**config.mk**
```make
export PLATFORM = sky130hd
export DESIGN_NAME = kbd_io_ctrl
export DESIGN_NICKNAME = d
export VERILOG_FILES = /design/src/rtl/kbd_pkg.sv /design/src/rtl/kbd_scan_decode.sv /design/src/rtl/kbd_io_ctrl.sv
export SDC_FILE = /design/constraint.sdc
export NUM_CORES = 1
export LEC_CHECK = 0
export BUFFER_PORTS_ARGS = -buffer_cell sky130_fd_sc_hd__buf_2
export CORE_MARGIN = 1.5
export CORE_UTILIZATION = 50
export DETAILED_ROUTE_END_ITERATION = 16
export MAX_ROUTING_LAYER = met4
export PLACE_DENSITY = 0.89
export RECOVER_POWER = 50
export SLEW_MARGIN = 15
export SYNTH_ARGS = -nofsm -noshare
export SYNTH_HDL_FRONTEND = slang
export SYNTH_SLANG_ARGS = --single-unit
```
**constraint.sdc**
```tcl
create_clock -name clk -period 3.12 [get_ports clk]
set_input_delay 0.156 -clock clk [delete_from_list [all_inputs] [get_ports clk]]
set_output_delay 0.156 -clock clk [all_outputs]
set_load 0.03 [all_outputs]
```
**src/rtl/kbd_pkg.sv**
```systemverilog
// Shared definitions for the keyboard I/O controller.
// Contents: pop FSM state encoding, bus register word indices, PS/2 prefix bytes,
// DATA/STATUS bit positions, the key-event struct and a DATA word packing helper.
package kbd_pkg;

  typedef enum logic [1:0] {
    StIdle,
    StPop,
    StGap
  } state_e;

  localparam logic [1:0] ADDR_DATA   = 2'd0;
  localparam logic [1:0] ADDR_STATUS = 2'd1;
  localparam logic [1:0] ADDR_CTRL   = 2'd2;

  localparam logic [7:0] SC_EXT = 8'hE0;
  localparam logic [7:0] SC_BRK = 8'hF0;

  // DATA word layout
  localparam int unsigned DATA_VALID_BIT = 31;
  localparam int unsigned DATA_EXT_BIT   = 9;
  localparam int unsigned DATA_BRK_BIT   = 8;

  // STATUS word layout
  localparam int unsigned ST_VALID_BIT   = 0;
  localparam int unsigned ST_READY_BIT   = 1;
  localparam int unsigned ST_FULL_BIT    = 2;
  localparam int unsigned ST_OVERRUN_BIT = 3;
  localparam int unsigned ST_IRQ_EN_BIT  = 4;

  typedef struct packed {
    logic       ext;
    logic       brk;
    logic [7:0] code;
  } key_evt_t;

  function automatic logic [31:0] pack_data(input logic valid, input key_evt_t e);
    logic [31:0] d;
    d                 = '0;
    d[DATA_VALID_BIT] = valid;
    d[DATA_EXT_BIT]   = e.ext;
    d[DATA_BRK_BIT]   = e.brk;
    d[7:0]            = e.code;
    return d;
  endfunction

endpackage

```
**src/rtl/kbd_scan_decode.sv**
```systemverilog
// Folds E0/F0 prefix bytes into one key event and holds that event for the CPU.
// Ports:
//   clk, rst          - clock, synchronous active-high reset
//   pop_i, pop_byte_i - a byte is being popped this cycle, and its value
//   evt_clr_i         - CPU read of DATA; drops evt_valid at this edge
//   evt_valid_o       - an unread event is held
//   evt_valid_next_o  - value evt_valid takes at the next edge
//   evt_o             - held event {ext, brk, code}
// A pending prefix is discarded after PREFIX_TIMEOUT cycles with no further pop.
module kbd_scan_decode
  import kbd_pkg::*;
#(
  parameter int unsigned PREFIX_TIMEOUT = 65535
) (
  input  logic       clk,
  input  logic       rst,
  input  logic       pop_i,
  input  logic [7:0] pop_byte_i,
  input  logic       evt_clr_i,
  output logic       evt_valid_o,
  output logic       evt_valid_next_o,
  output key_evt_t   evt_o
);

  localparam int unsigned TW = (PREFIX_TIMEOUT > 1) ? $clog2(PREFIX_TIMEOUT) : 1;
  localparam logic [TW-1:0] TmoLast = TW'(PREFIX_TIMEOUT - 1);

  logic          ext_pend_q, ext_pend_d;
  logic          brk_pend_q, brk_pend_d;
  logic [TW-1:0] tmo_q, tmo_d;
  logic          evt_valid_q, evt_valid_d;
  key_evt_t      evt_q, evt_d;

  always_comb begin
    ext_pend_d  = ext_pend_q;
    brk_pend_d  = brk_pend_q;
    tmo_d       = tmo_q;
    evt_valid_d = evt_valid_q;
    evt_d       = evt_q;

    if (evt_clr_i) begin
      evt_valid_d = 1'b0;
    end

    if (pop_i) begin
      tmo_d = '0;
      if (pop_byte_i == SC_EXT) begin
        ext_pend_d = 1'b1;
      end else if (pop_byte_i == SC_BRK) begin
        brk_pend_d = 1'b1;
      end else begin
        // A new event overrides a coincident clear so it is never lost.
        evt_d.ext   = ext_pend_q;
        evt_d.brk   = brk_pend_q;
        evt_d.code  = pop_byte_i;
        evt_valid_d = 1'b1;
        ext_pend_d  = 1'b0;
        brk_pend_d  = 1'b0;
      end
    end else if (ext_pend_q || brk_pend_q) begin
      if (tmo_q == TmoLast) begin
        ext_pend_d = 1'b0;
        brk_pend_d = 1'b0;
        tmo_d      = '0;
      end else begin
        tmo_d = tmo_q + 1'b1;
      end
    end
  end

  always_ff @(posedge clk) begin
    if (rst) begin
      ext_pend_q  <= 1'b0;
      brk_pend_q  <= 1'b0;
      tmo_q       <= '0;
      evt_valid_q <= 1'b0;
      evt_q       <= '0;
    end else begin
      ext_pend_q  <= ext_pend_d;
      brk_pend_q  <= brk_pend_d;
      tmo_q       <= tmo_d;
      evt_valid_q <= evt_valid_d;
      evt_q       <= evt_d;
    end
  end

  assign evt_valid_o      = evt_valid_q;
  assign evt_valid_next_o = evt_valid_d;
  assign evt_o            = evt_q;

endmodule

```
**src/rtl/kbd_io_ctrl.sv**
```systemverilog
// Memory-mapped controller between the CPU bus and keyboard_buffer.
// Pops raw PS/2 bytes with one-cycle kb_read pulses, folds prefixes into key events via
// kbd_scan_decode, and exposes DATA/STATUS/CTRL registers.
// Ports:
//   clk, rst                  - clock, synchronous active-high reset
//   kb_ready, kb_full, kb_key - keyboard_buffer status and head byte
//   kb_read                   - one-cycle pop pulse to keyboard_buffer
//   cs, we, addr, wdata       - bus access (addr is a word index)
//   rdata                     - combinational read data, 0 when cs is low
//   irq                       - level interrupt request
// Build option: define KBD_IRQ_EN to implement CTRL.irq_en and irq; otherwise irq is tied 0
// and CTRL reads 0.
module kbd_io_ctrl
  import kbd_pkg::*;
#(
  parameter int unsigned GAP_CYCLES     = 1,
  parameter int unsigned PREFIX_TIMEOUT = 65535
) (
  input  logic        clk,
  input  logic        rst,
  input  logic        kb_ready,
  input  logic        kb_full,
  input  logic [7:0]  kb_key,
  output logic        kb_read,
  input  logic        cs,
  input  logic        we,
  input  logic [1:0]  addr,
  input  logic [31:0] wdata,
  output logic [31:0] rdata,
  output logic        irq
);

  localparam logic [3:0] GapLast = 4'(GAP_CYCLES - 1);

  state_e     state_q;
  logic [3:0] gap_q;
  logic       kb_read_q;
  logic       overrun_q;
  logic       evt_valid;
  logic       evt_valid_next;
  key_evt_t   evt;
  logic       irq_en;

  logic bus_rd, bus_wr, data_rd;
  assign bus_rd  = cs && !we;
  assign bus_wr  = cs && we;
  assign data_rd = bus_rd && (addr == ADDR_DATA);

  // Pop FSM; kb_read is high exactly while in StPop.
  always_ff @(posedge clk) begin
    if (rst) begin
      state_q   <= StIdle;
      gap_q     <= '0;
      kb_read_q <= 1'b0;
    end else begin
      kb_read_q <= 1'b0;
      case (state_q)
        StIdle: begin
          // Backpressure: an occupied event register blocks the pop, even if it is
          // being read this very cycle.
          if (kb_ready && !evt_valid) begin
            state_q   <= StPop;
            kb_read_q <= 1'b1;
          end
        end
        StPop: begin
          state_q <= StGap;
          gap_q   <= '0;
        end
        StGap: begin
          if (gap_q == GapLast) begin
            state_q <= StIdle;
          end else begin
            gap_q <= gap_q + 1'b1;
          end
        end
        default: state_q <= StIdle;
      endcase
    end
  end

  assign kb_read = kb_read_q;

  kbd_scan_decode #(
    .PREFIX_TIMEOUT(PREFIX_TIMEOUT)
  ) u_scan_decode (
    .clk             (clk),
    .rst             (rst),
    .pop_i           (kb_read_q),
    .pop_byte_i      (kb_key),
    .evt_clr_i       (data_rd),
    .evt_valid_o     (evt_valid),
    .evt_valid_next_o(evt_valid_next),
    .evt_o           (evt)
  );

  // Sticky overrun; a set in the same cycle as a clear wins.
  always_ff @(posedge clk) begin
    if (rst) begin
      overrun_q <= 1'b0;
    end else if (kb_full && evt_valid) begin
      overrun_q <= 1'b1;
    end else if (bus_wr && (addr == ADDR_STATUS) && wdata[ST_OVERRUN_BIT]) begin
      overrun_q <= 1'b0;
    end
  end

`ifdef KBD_IRQ_EN
  logic irq_en_q, irq_en_d, irq_q;
  logic unused_wdata;

  assign irq_en_d = (bus_wr && (addr == ADDR_CTRL)) ? wdata[0] : irq_en_q;

  // Registered from next-state values so irq tracks irq_en & evt_valid without lag and
  // drops on the same edge as the DATA read.
  always_ff @(posedge clk) begin
    if (rst) begin
      irq_en_q <= 1'b0;
      irq_q    <= 1'b0;
    end else begin
      irq_en_q <= irq_en_d;
      irq_q    <= irq_en_d && evt_valid_next;
    end
  end

  assign irq_en       = irq_en_q;
  assign irq          = irq_q;
  assign unused_wdata = ^{wdata[31:4], wdata[2:1]};
`else
  logic unused_wdata;

  assign irq_en       = 1'b0;
  assign irq          = 1'b0;
  assign unused_wdata = ^{wdata[31:4], wdata[2:0], evt_valid_next};
`endif

  always_comb begin
    rdata = '0;
    if (cs) begin
      case (addr)
        ADDR_DATA: rdata = pack_data(evt_valid, evt);
        ADDR_STATUS: begin
          rdata[ST_VALID_BIT]   = evt_valid;
          rdata[ST_READY_BIT]   = kb_ready;
          rdata[ST_FULL_BIT]    = kb_full;
          rdata[ST_OVERRUN_BIT] = overrun_q;
          rdata[ST_IRQ_EN_BIT]  = irq_en;
        end
        ADDR_CTRL: rdata[0] = irq_en;
        default:   rdata = '0;
      endcase
    end
  end

endmodule
```
; ---- Word level (Yosys, flattened, before mapping)
; Cells that the tools add are included.
[classes]
n_addsub = 2
n_eq_ne = 11
muxes = 25
bitwise_logic = 3
reduce_logical = 24
[ops]
columns = operator, n
row1 = 2-to-1 mux 32 bit, 1
row2 = 2-to-1 mux 27 bit, 1
row3 = adder 16 x 1 -> 16 bit (second input constant), 1
row4 = == test 16 bit (second input constant), 1
row5 = == test 8 bit (second input constant), 2
row6 = 2-to-1 mux 16 bit, 1
row7 = case mux 4 bit (2 select lines), 2
row8 = 2-to-1 mux 1 bit, 15
row9 = AND reduction 3 bit, 3
row10 = inequality test 2 bit (second input constant), 4
row11 = nonzero test 2 bit, 4
row12 = logical AND 1 bit, 7
row13 = case mux 2 bit (3 select lines), 1
row14 = adder 4 x 1 -> 4 bit (second input constant), 1
row15 = == test 2 x 1 -> 1 bit (second input constant), 2
row16 = logical NOT 2 bit, 2
row17 = logical NOT 4 bit, 1
row18 = 2-to-1 mux 2 bit, 2
row19 = 2-to-1 mux 4 bit, 1
row20 = AND reduction 2 bit, 2
row21 = OR reduction 2 bit, 2
row22 = inequality test 3 x 2 -> 1 bit (second input constant), 1
row23 = inverter 1 bit, 3
row24 = == test 2 bit (second input constant), 1
row25 = other kinds (3), 4
[totals]
regBits = 37
input_bits = 48
word_cells = 76

; ---- Depth between registers and ports, before layout
; Gate-level depths: netlist (run 1).
[depth]
depth_word = 7
mapped_depth = 6

; ---- By module
; From an unflattened synthesis (run 1), not the netlist that was laid out.
[unflattened]
cells_unflattened = 222
hier_area_um2 = 1965.6
[modules_own_cells]
columns = module, n_inst, cells_each, area_per_inst_um2, seq_area_each_um2
row1 = kbd_scan_decode, 1, 137, 1296.2, 580.6
row2 = kbd_io_ctrl, 1, 85, 669.4, 160.2

; ---- Least setup slack after synthesis (run 1)
; OpenSTA, ideal clock, no wires.
[synth_path]
path_type = reg-to-reg
from = register gap_q[0]
to = register gap_q[1]
setup_ns = 0.128
t_arrival_ns = 1.319
t_required_ns = 2.992
path_slack_ns = 1.673
stages_incl_launch_ff = 7
n_path_buf = 0
period_less_slack_ns = 1.447
cell_sequence = dfxtp_1 -> inv_1 -> ha_1 -> or3b_2 -> and2_1 -> a21oi_1 -> nor2_1
[synth_between]
elab_chain_len = 3
elab_cells_between_ends = 6
classes_between = add/sub (1) / eq/ne (1) / mux (2) / reduce/logical (2)
[synth_lines]
columns = item, line_no
row1 = from (decl), kbd_io_ctrl.sv:36  ; logic [3:0] gap_q;
row2 = from (signal assigned), kbd_io_ctrl.sv:74  ; gap_q <= gap_q + 1'b1;
row3 = adder 4 x 1 -> 4 bit / logical NOT 4 bit (equally long branches), "kbd_io_ctrl.sv:74, kbd_io_ctrl.sv:71"
row4 = 2-to-1 mux 4 bit / inequality test 2 bit (equally long branches), --
row5 = case mux 4 bit (2 select lines) / AND reduction 2 bit (equally long branches), --
; Several ways; a longest one is shown, not always the timed one. The select of a mux whose other input is x is not followed.
; A chain may end at the register's enable or synchronous reset.

; ---- Worst setup path after layout (run 1)
[layout_path]
from = register u_scan_decode.tmo_q[5]
to = register u_scan_decode.tmo_q[2]
[layout_between]
elab_chain_len = 2
[layout_lines]
columns = item, line_no
row1 = from (decl), kbd_scan_decode.sv:30  ; logic [TW-1:0] tmo_q, tmo_d;
row2 = from (signal assigned), kbd_scan_decode.sv:81  ; tmo_q <= tmo_d;
row3 = == test 16 bit, kbd_scan_decode.sv:61  ; if (tmo_q == TmoLast) begin
row4 = 2-to-1 mux 16 bit, kbd_scan_decode.sv:61
; Every way passes these cells.

==> impl_metrics.toml, run 1 <==
[clock_tree]
clk_latency_ps = 290
clock-sinks = 37
postCtsSetupBuffers = 0
postCtsHoldBufs = 0
cts-root-buf = "clkbuf_8"
cts_tree = "yes"
path_clk_slew_ps = 80
cts_buffers = 5
ctsHtreeMaxLevel = 2
cts_resized = 0
clockBufferDepth = 2

[pwr]
power_density_nw_per_um2 = 493.8
power_mw = 1.027
p_leak_nw = 0.8192
ir_worst_vdd_mv = 0.2445

[yosys]
synthArstFlopShare = 0
ys_seq_area_frac = 0.3890
syn_avg_cell_area_um2 = 8.617
syn-cell-area_um2 = 1904
synth_area_leaders = "dfxtp_1, buf_4, nor2_1"
synth-seq-cells = 37
syn_inst = 221
yosys.area.top_type = "dfxtp_1"
synth_top_area_frac = 0.3890
synth_edf_count = 0
ys.flop_type = "dfxtp_1"
yosys_warnings = 0
synth.distinct_cells = 39

[setup_path]
critPathArrivalTime_ps = 1900
worst-path-max-fanout = 16
crit_buf_inv = 0
startpoint_type = "flip-flop"
worst_path_dominant_cell_family = "simple AND/OR/NAND/NOR gates"
slowest_delay_ps = 420
worstPathRequired_ps = 3300
critical_path.cell_chain = "nand4_1, nor4_1, a311o_2, nor2_1"
crit_path_end_kind = "flip-flop"
cp_slowest_cell = "a311o_2"
path_class = "flip-flop to flip-flop"

[cells_and_area]
area_delta_synth_final_pct = 9.198
layout_commonest_cell = "dfxtp_1"
instances_no_fill = 297
final_area_um2 = 2079
nNetsFinal = 300
utilization = 0.5680
final_cell_mix = "dfxtp_1, nor2_1, conb_1"
insertedDiodeCount = 0
final_layout_size_suffix_gt1_frac = 0.1325

[die]
die_w_um = 64.72
row_count = 22
ios = 82
initial_core_util = 0.5202
die_y_um = 64.72
coreArea_um2 = 3661
dieArea_um2 = 4188

[sta]
timing_worst_slew_pin_value_ps = 638.0
rsz0062_at_grt = "no"
fin_hold_ws_ps = 109.3
finalHoldViolations = 0
finalClockSkew_ps = 6.877
setup_tns_ps = 0
fmax_mhz = 582.1
drv_slew = 0
timing.final.crit_share = 0.5506
relSlewSlack = 0.5742
setup_violations = 0
fin_crit_ps = 1718
layout_setup_ws_ps = 1402

[drt]
post_drt_wl_per_cell_um = 11.58
viasPerCell = 5.199
remaining_drc_errors = 0
ant_nets = 0
vias = 1544
dr.pass1.iters = 4
drt-total-wl_um = 3438
drt_iter0_markers = 99

[global_route]
overflow = 0
grt_pass1_wl_um = 5740
first_global_vias = 1349
grt_max_degree = 22
grt_usage = 0.1819
antenna_found_initial = 0

[place]
io_buffers = 28
gp_congestion = 0.8493
pre_cts_slack_ps = 1448
dp.cells = 289
dp_hpwl_um = 2414
placed_area_um2 = 1986

[min_path]
hold_path.class = "input pin to flip-flop"

[status]
status = "finished, final reports clean"

[job]
cap_violations = 0
[worst register-to-register path, cell delays in order (launching register included)]
cell,delay [ps]
dfxtp_1,390
nand4_1,300
nor4_1,390
a311o_2,420
nor2_1,100
[report_power, final]
part	internal, mW	switching, mW
clock network	0.239	0.178
registers	0.485	0.0149
logic	0.0301	0.0791
[Yosys cell counts, types with 2 or more instances]
| master | number |
|---|---|
| nand2b_1 | 2 |
| nor2b_1 | 4 |
| inv_1 | 8 |
| nand4b_1 | 2 |
| xor2_1 | 3 |
| xnor2_1 | 12 |
| clkbuf_1 | 4 |
| and2_1 | 7 |
| buf_2 | 2 |
| nand4_1 | 8 |
| a211oi_1 | 2 |
| ha_1 | 4 |
| o21ai_0 | 3 |
| nand2_1 | 15 |
| a21oi_1 | 9 |
| mux2i_1 | 10 |
| dfxtp_1 | 37 |
| nand3_1 | 4 |
| nor3_1 | 6 |
| nor4_1 | 7 |
| nor2_1 | 33 |
| buf_4 | 22 |
[cell type report]
| type | instances | area (um^2) |
|---|---|---|
| fill | 329 | 1582 |
| multi-input combinational | 167 | 999.7 |
| sequential | 37 | 740.7 |
| timing repair buffer | 29 | 133.9 |
| clock buffer | 5 | 68.82 |
| tap | 48 | 60.06 |
| clock inverter | 3 | 46.29 |
| inverter | 8 | 30.03 |
[routing by layer]
layer	up-vias	GRT usage	wire length, um
met3	9	0.05903	213
met4	0	0.07979	70
li1	767	-	-
met1	714	0.2096	1486
met2	54	0.2899	1668
met5	-	-	0
[state kept, by name, indices dropped and copies added (netlist names)]
signal	cells
state_q	2
u_scan_decode.brk_pend_q	1
u_scan_decode.ext_pend_q	1
overrun_q	1
u_scan_decode.tmo_q	16
gap_q	4
kb_read	1
u_scan_decode.evt_valid_o	1
u_scan_decode.evt_o	10
[kinds of logic (layout without fill, tap and decap cells)]
family                     Yosys count  count (layout)  share of synthesized area
buffers and inverters               38              45                     0.1235
adders and majority gates            4               4                    0.02628
and+or+nand+nor                     92              92                     0.2398
xor gates and xnor gates            15              15                    0.06899
AOI/OAI and AO/OA                   24              24                    0.09790
muxes                               10              10                    0.05256
other                                1              22                   0.001969
DFF                                 37              37                     0.3890
[worst paths after layout]
check,end,startpoint,slack (ps),cells past startpoint
hold / removal,u_scan_decode.evt_o[0],kb_key[0],110,3
hold reg to reg,u_scan_decode.evt_o[1],u_scan_decode.evt_o[1],450,2
setup / recovery,u_scan_decode.tmo_q[2],u_scan_decode.tmo_q[5],1400,4
setup reg to reg,u_scan_decode.tmo_q[2],u_scan_decode.tmo_q[5],1400,4
Power figures use the tool's default switching activity.
==> run 2, diff against run 1 <==
- CORE_UTILIZATION: 50 -> 43
- PLACE_DENSITY: 0.89 -> 0.82
- clock period: 3.12 -> 1.5 ns (I/O delays scaled with it)
==> run 2 against run 1 <==
Effect of this change:
- register-to-register slack got worse by 1400 ps
- utilization is 1.0 points lower
- highest routed layer unchanged
- first-iteration DRC count decreased by 30%
- clock skew shrank 1.5 ps
- routed wire length is 17% higher
- sequential cell count is the same
- clock power rose by 75%
- critical path type unchanged
==> impl_metrics.toml, run 2 (synthesis results as in run 1) <==
[clock_tree]
ctsHtreeMaxLevel = 2
clockBufferDepth = 2
clk_latency_ps = 300
clock-sinks = 37
cts-root-buf = "clkbuf_8"
cts_buffers = 5
postCtsHoldBufs = 0
cts_tree = "yes"
path_clk_slew_ps = 70

[sta]
timing.final.crit_share = 0.9739
layout_setup_ws_ps = 39.15
fmax_mhz = 684.5
setup_violations = 0
finalHoldViolations = 0
fin_crit_ps = 1461
finalClockSkew_ps = 5.333
rsz0062_at_grt = "yes"
drv_slew = 0

[setup_path]
critical_path.cell_chain = "o211ai_4, buf_4, nor4_1, xnor2_1, nor2_4"
cp_slowest_cell = "dfxtp_2"
worstPathRequired_ps = 1690
crit_buf_inv = 1
path_class = "flip-flop to flip-flop"
crit_path_end_kind = "flip-flop"
worst-path-max-fanout = 5
critPathArrivalTime_ps = 1650
slowest_delay_ps = 390
reg2reg_setup_slack_ps = 40
worst_path_dominant_cell_family = "simple AND/OR/NAND/NOR gates"
startpoint_type = "flip-flop"

[die]
ios = 82
dieArea_um2 = 4837
row_count = 24
initial_core_util = 0.4435
coreArea_um2 = 4294
die_w_um = 69.55
die_y_um = 69.55

[pwr]
ir_worst_vdd_mv = 0.5719
power_mw = 2.046
power_density_nw_per_um2 = 854.4
p_leak_nw = 0.9845

[place]
io_buffers = 28
pre_cts_slack_ps = -27.36
gp_congestion = 0.8734
dp_hpwl_um = 2738
dp.cells = 316
placed_area_um2 = 2188

[drt]
vias = 1614
dr.pass1.iters = 5
post_drt_wl_per_cell_um = 12.39
remaining_drc_errors = 0
viasPerCell = 4.966
drt-total-wl_um = 4026
drt_iter0_markers = 69
ant_nets = 0

[job]
cap_violations = 0

[cells_and_area]
insertedDiodeCount = 0
instances_no_fill = 325
largest_reg_flops = 16
nNetsFinal = 325
layout_commonest_cell = "nor2_1"
final_area_um2 = 2395
fillers = 392
final_layout_size_suffix_gt1_frac = 0.3223
utilization = 0.5577
area_delta_synth_final_pct = 25.76
regMostFlops = "u_scan_decode.tmo_q"
final_cell_mix = "nor2_1, buf_2, dfxtp_1"

[min_path]
hold_path.class = "input pin to flip-flop"

[global_route]
grt_pass1_wl_um = 6548
grt_max_degree = 21
first_global_vias = 1521
overflow = 0
antenna_found_initial = 0
grt_usage = 0.1733

[status]
status = "finished, final reports clean"
==> run 2: per-stage QoR <==
| step | hold WS, ps | setup TNS, ps |
|---|---|---|
| after floorplan | 211.0 | 0 |
| after global placement | 321.3 | -13.05 |
| after detailed placement | 334.0 | -39.08 |
| after CTS | 16.42 | 0 |
| after global routing | 24.97 | -306.3 |
| final | 23.42 | 0 |
==> run 2: power by group <==
group          switching (mW)  total, mW  internal (mW)
Clock                   0.367      0.731          0.363
Sequential             0.0250       1.03           1.01
Combinational           0.187      0.282         0.0952
Total                   0.580       2.05           1.47
==> run 2: tightest hold or removal path, delay by kind of cell <==
family | cells | cell delay, ps
AOI/OAI and AO/OA | 1 | 50
and+or+nand+nor | 1 | 50
buffers and inverters | 1 | 110
==> run 2: metal layers <==
| layer | vias up | GRT usage | wire, um |
|---|---|---|---|
| met5 | - | - | 0 |
| met4 | 0 | 0.04575 | 62 |
| met3 | 9 | 0.06395 | 213 |
| met2 | 50 | 0.2885 | 2010 |
| met1 | 745 | 0.1972 | 1739 |
| li1 | 810 | - | - |
==> run 2: what timing repair did <==
action / CTS / global route
pin swaps: 0 / 11
resized for setup: 1 / 35
endpoints found under the setup margin: 2 / 19
setup buffers: 0 / 2
==> run 2: path summary, 6_finish.rpt <==
path / start / to / cells past startpoint
worst max-delay path: u_scan_decode.tmo_q[2] / u_scan_decode.tmo_q[13] / 5
worst max register to register: u_scan_decode.tmo_q[2] / u_scan_decode.tmo_q[13] / 5
worst min register to register: u_scan_decode.evt_o[3] / u_scan_decode.evt_o[3] / 2
worst min-delay path: kb_key[3] / u_scan_decode.evt_o[3] / 3
==> run 2: final cells by class <==
class	count	area, um^2	share of cell area
Clock buffer	6	82.58	0.03448
Clock inverter	1	7.507	0.003135
Inverter	8	30.03	0.01254
Multi-Input combinational cell	167	1097	0.4582
Sequential cell	37	762.0	0.3182
Tap cell	52	65.06	0.02717
Timing Repair Buffer	54	350.3	0.1463
